===== config.mk =====
export PLATFORM = sky130hd
export DESIGN_NAME = telemetry_framer
export DESIGN_NICKNAME = d
export VERILOG_FILES = /design/src/rtl/telemetry_framer_pkg.sv /design/src/rtl/telemetry_framer_tick_gen.sv /design/src/rtl/telemetry_framer.sv
export SDC_FILE = /design/constraint.sdc
export NUM_CORES = 1
export LEC_CHECK = 0
export CORE_ASPECT_RATIO = 0.9
export CORE_MARGIN = 2
export CORE_UTILIZATION = 43
export CTS_CLUSTER_SIZE = 10
export DETAILED_ROUTE_END_ITERATION = 12
export PLACE_DENSITY = 0.6
export SETUP_SLACK_MARGIN = 0.4
export SLEW_MARGIN = 20
export SYNTH_ARGS = -nofsm -noshare
export SYNTH_HDL_FRONTEND = slang
export SYNTH_HIERARCHICAL = 1
export SYNTH_SLANG_ARGS = --single-unit

===== constraint.sdc =====
create_clock -name clk -period 4.05 [get_ports clk]
set_input_delay 0.405 -clock clk [delete_from_list [all_inputs] [get_ports clk]]
set_output_delay 0.405 -clock clk [all_outputs]
set_load 0.1 [all_outputs]

===== src/rtl/telemetry_framer_pkg.sv =====
// rtl/telemetry_framer_pkg.sv - shared state encoding, frame constants and ASCII helper for telemetry_framer
package telemetry_framer_pkg;

   typedef enum logic [2:0] {
      ST_IDLE,
      ST_LOAD,
      ST_SEND,
      ST_GAP,
      ST_DONE
   } frame_state_t;

   localparam logic [7:0] TELEM_HEADER    = 8'hAA;
   localparam int         FRAME_LEN_BIN   = 6;
   localparam int         FRAME_LEN_ASCII = 10;
   localparam logic [7:0] ASCII_CR        = 8'h0D;
   localparam logic [7:0] ASCII_LF        = 8'h0A;

   // Uppercase hex digit for one nibble: 0-9 -> 0x30-0x39, A-F -> 0x41-0x46
   function automatic logic [7:0] nibble_to_ascii(input logic [3:0] nib);
      logic [7:0] wide;
      wide = {4'h0, nib};
      if (nib < 4'd10) begin
         return 8'h30 + wide;
      end
      return 8'h37 + wide;
   endfunction

endpackage


===== src/rtl/telemetry_framer_tick_gen.sv =====
// rtl/telemetry_framer_tick_gen.sv - free-running period counter producing a one-cycle frame tick
module telemetry_framer_tick_gen #(
   parameter int PERIOD_CYC = 5_000_000
) (
   input  logic clk,
   input  logic rst_n,
   output logic tick
);

   localparam int            CW   = (PERIOD_CYC > 1) ? $clog2(PERIOD_CYC) : 1;
   localparam logic [CW-1:0] LAST = CW'(PERIOD_CYC - 1);

   logic [CW-1:0] cnt;

   // Count 0..PERIOD_CYC-1 forever; enable gating happens downstream
   always_ff @(posedge clk or negedge rst_n) begin
      if (!rst_n) begin
         cnt <= '0;
      end else if (cnt == LAST) begin
         cnt <= '0;
      end else begin
         cnt <= cnt + CW'(1);
      end
   end

   assign tick = (cnt == LAST);

endmodule


===== src/rtl/telemetry_framer.sv =====
// rtl/telemetry_framer.sv - periodic framed telemetry byte source for the UART transmitter (TELEM_ASCII_EN selects ASCII hex frames)
module telemetry_framer
   import telemetry_framer_pkg::*;
#(
   parameter int         CLK_HZ     = 50_000_000,
   parameter int         BAUD       = 9600,
   parameter int         PERIOD_CYC = 5_000_000,
   parameter logic [7:0] HEADER     = TELEM_HEADER
) (
   input  logic        clk,
   input  logic        rst_n,
   input  logic [31:0] num,
   input  logic        en,
   output logic [7:0]  data,
   output logic        start,
   output logic        busy,
   output logic        frame_done
);

   // One byte slot: 10 bit times plus one guard bit so tx is never overrun
   localparam int            BYTE_CYC = (CLK_HZ / BAUD) * 11;
   localparam int            GW       = $clog2(BYTE_CYC);
   localparam logic [GW-1:0] GAP_LAST = GW'(BYTE_CYC - 2);

`ifdef TELEM_ASCII_EN
   localparam int FRAME_LEN = FRAME_LEN_ASCII;
`else
   localparam int FRAME_LEN = FRAME_LEN_BIN;
`endif
   localparam logic [3:0] IDX_LAST = 4'(FRAME_LEN - 1);

   frame_state_t  state;
   logic [3:0]    idx;
   logic [GW-1:0] gap_cnt;
   logic [31:0]   shadow;
   logic          pending;
   logic          tick;
   logic          launch;

   telemetry_framer_tick_gen #(
      .PERIOD_CYC (PERIOD_CYC)
   ) u_tick_gen (
      .clk   (clk),
      .rst_n (rst_n),
      .tick  (tick)
   );

   // Byte i of the frame built from the snapshot value v
   function automatic logic [7:0] frame_byte(input logic [31:0] v, input logic [3:0] i);
      logic [31:0] sh;
      logic [7:0]  b;
      b = 8'h00;
`ifdef TELEM_ASCII_EN
      sh = v << {i[2:0], 2'b00};
      if (i < 4'd8) begin
         b = nibble_to_ascii(sh[31:28]);
      end else if (i == 4'd8) begin
         b = ASCII_CR;
      end else if (i == 4'd9) begin
         b = ASCII_LF;
      end
`else
      sh = v;
      case (i)
         4'd0:    b = HEADER;
         4'd1:    b = sh[31:24];
         4'd2:    b = sh[23:16];
         4'd3:    b = sh[15:8];
         4'd4:    b = sh[7:0];
         4'd5:    b = HEADER ^ sh[31:24] ^ sh[23:16] ^ sh[15:8] ^ sh[7:0];
         default: b = 8'h00;
      endcase
`endif
      return b;
   endfunction

   // A frame may only start from IDLE, and only while framing is enabled
   assign launch = (state == ST_IDLE) && pending && en;

   // Single-entry request queue: ticks arriving while a request waits are dropped
   always_ff @(posedge clk or negedge rst_n) begin
      if (!rst_n) begin
         pending <= 1'b0;
      end else if ((state == ST_IDLE) && (launch || !en)) begin
         pending <= 1'b0;
      end else if (tick && en) begin
         pending <= 1'b1;
      end
   end

   // Frame sequencer with registered outputs; start lands in the SEND cycle
   always_ff @(posedge clk or negedge rst_n) begin
      if (!rst_n) begin
         state      <= ST_IDLE;
         idx        <= 4'd0;
         gap_cnt    <= '0;
         shadow     <= 32'h0;
         data       <= 8'h00;
         start      <= 1'b0;
         busy       <= 1'b0;
         frame_done <= 1'b0;
      end else begin
         start      <= 1'b0;
         frame_done <= 1'b0;
         case (state)
            ST_IDLE: begin
               if (launch) begin
                  shadow <= num;
                  idx    <= 4'd0;
                  busy   <= 1'b1;
                  state  <= ST_LOAD;
               end
            end
            ST_LOAD: begin
               data  <= frame_byte(shadow, idx);
               start <= 1'b1;
               state <= ST_SEND;
            end
            ST_SEND: begin
               gap_cnt <= '0;
               state   <= ST_GAP;
            end
            ST_GAP: begin
               if (gap_cnt == GAP_LAST) begin
                  if (idx == IDX_LAST) begin
                     frame_done <= 1'b1;
                     state      <= ST_DONE;
                  end else begin
                     idx   <= idx + 4'd1;
                     data  <= frame_byte(shadow, idx + 4'd1);
                     start <= 1'b1;
                     state <= ST_SEND;
                  end
               end else begin
                  gap_cnt <= gap_cnt + GW'(1);
               end
            end
            ST_DONE: begin
               busy  <= 1'b0;
               state <= ST_IDLE;
            end
            default: begin
               busy  <= 1'b0;
               state <= ST_IDLE;
            end
         endcase
      end
   end

endmodule

==> reports/results.ini <==
[yosys]
synthDominantCellAreaShare=0.440
post-synth-top-area-cell=dfrtp_1
syn_inst=562
avgSynthCellArea_um2=9.10
yosysUniqueCellTypes=67
dominantRegCellSynth=dfrtp_1
synth_area_leaders=dfrtp_1 (44%), nand2_1 (9.0%), xnor2_1 (5.0%), xor2_1 (3.9%), nor2_1 (2.7%)
synth_seq_cells=90
synth_edf_count=0
yosysWarningCount=6
yosys-top-cells-count=nand2_1 (123), dfrtp_1 (90), nor2_1 (37)
async_reset_ff_frac=1.00
yosysMostFrequentCell=nand2_1
ys_seq_area_frac=0.440
syn-num-nets=605
netlist_area_um2=5110

[critical_path]
crit_path_max_incr_delay_ps=790
slowest_stage=nor4_2
required_ps=4330
r2r_slack_ps=1280
r2r-start=idx[0]
path_cells=ha_1 -> nor2_1 -> nor2_1 -> nor3_1 -> nor4_2 -> a32oi_1 -> o21ai_1
cpMostUsedCell=nor2_1
r2r_end=data[0]
crit_fanout=18
crit_type=reg2reg
reg2reg_depth=7
startpoint_type=register
cp.arrival_ps=3050
critPathCaptureType=register

[detailed_routing]
drtIter0Drc=335
wire_per_inst_um=17.0
drtPass1Iterations=5
avgViaCountPerCell=5.59
wirelength_um=12900
ant_nets=0
vias=4236
drcViolationCount=0

[global_routing]
grt.total_usage=0.217
grt_pass1_vias=4160
overflow=0
grt_max_degree=65
grt_pass1_wl_um=21700
antenna_found_initial=0

[clock_tree]
clk_pin_slew_ps=70
h-tree-depth=3
cts_tree=built
clock_latency_ps=350
cts_resized=0
root_buffer=clkbuf_16
post_cts_buffers=0
holdBufCountCts=0
cts_buffers=9
cts_sinks=90
clockBufferDepth=2

[timing]
drv_slew=0
fmax_mhz=361
setup_viol=0
layout_setup_ws_ps=1280
tns_ps=0
finalCriticalPeriod_ps=2770
finClkSkew_ps=9.00
finalHoldViolations=0
slew_headroom=0.322
rsz0062_at_grt=false
max_slew.worst_pin.slew_ps=1010
period_share=0.683

[place]
preCtsSetupSlack_ps=1360
port_buffers=45
routabilityCongestion=0.914
hpwl_um=8950

[run_status]
status=completed

[final_layout]
fin_nets=640
diodes=0
drive_above_1_share=0.0714
nFillCells=1079
syn2layout_area_growth_pct=17.2

[die]
core_um2=11500
io_pins=46
die_width_um=119
initial_utilization=0.444
die_area_um2=12800
fp.dieH_um=107
rows=37

[job]
cap_violations=0

[pwr]
ir_drop_v=0.000251
power_density_nw_per_um2=310
p_leak_nw=2.62

[hold_path]
hold_path.class=in2async

## critical path: cells and delay by family, from the launching register on
kind	cells	cell delay, ps
AND/OR/NAND/NOR	4	1100
adder cells (fa/ha/maj)	1	730
flip-flops	1	500
AO/OA/AOI/OAI	2	380
## through the flow
stage,power [mW],cells,util,cell area (um2),hold slack [ps]
final,1.86,758,0.520,6000,137
after global routing,1.93,758,0.520,6000,219
after floorplan,0.916,562,-,5110,109
after CTS,1.88,758,0.520,5990,189
after detailed placement,0.969,742,0.492,5670,481
after global placement,0.968,742,0.492,5670,473
## how the worst max path moves through the flow
stage               cells past startpoint  slack (ps)    from      end
floorplan                               8        2150  idx[0]  data[4]
global placement                        8        1410  idx[1]   idx[2]
detailed placement                      8        1360  idx[1]  data[2]
CTS                                     8        1340  idx[1]  data[2]
global route                            8        1100  idx[1]  data[6]
finish                                  7        1280  idx[0]  data[0]
## registers in the layout (all words and copies together), names as in the netlist
register and count:
pending 1, busy 1, shadow 32, idx 4, start 1, data 8, frame_done 1, u_tick_gen/cnt 23
state 3, gap_cnt 16
## cell type report
class,instances,area (um2),area share
Clock buffer,11,243,0.0405
Tap cell,156,195,0.0325
Timing Repair Buffer,48,470,0.0784
Multi-Input combinational cell,432,2700,0.450
Sequential cell,90,2250,0.376
Clock inverter,5,77.6,0.0129
Inverter,16,60.1,0.0100
## metal layers
metal / routed length (um) / up-vias / GRT usage
met5: 0 / - / 0
met4: 89 / 0 / 0.0510
met3: 724 / 7 / 0.0556
met2: 5540 / 111 / 0.316
met1: 6540 / 2061 / 0.323
li1: - / 2057 / -
## kinds of logic after synthesis
family / synth area share
adders and majority gates: 0.0196
and+or+nand+nor: 0.255
DFF: 0.440
AOI/OAI and AO/OA: 0.158
buffers and inverters: 0.0328
muxes: 0.00196
xor gates and xnor gates: 0.0922
## where the power goes
part | leakage, nW | internal, mW | switching [mW] | total, mW
clock | 0.156 | 0.555 | 0.351 | 0.906
sequential | 1.21 | 0.899 | 0 | 0.899
combinational | 1.26 | 0.0291 | 0.0224 | 0.0514
total | 2.62 | 1.48 | 0.373 | 1.86
## placed cells by master, fill, tap and decap left out, types with 3 or more instances in the layout
master and n:
nand2_1 123, dfrtp_1 90, clkdlybuf4s50_1 44, nor2_1 37, xnor2_1 29, xor2_1 23
nand3_1 18, a21oi_1 18, nor3_1 16, inv_1 15, nand4_1 15, o21ai_0 15
a22oi_1 14, a211oi_1 11, o21ai_1 10, o22ai_1 9, clkbuf_16 9, ha_1 8
and3_1 6, or3_1 6, a222oi_1 5, a21boi_1 4, o32ai_1 4, a32oi_1 4
buf_4 4, nand2b_1 3, nor4_4 3, a221o_1 3
Power figures use the tool's default switching activity.
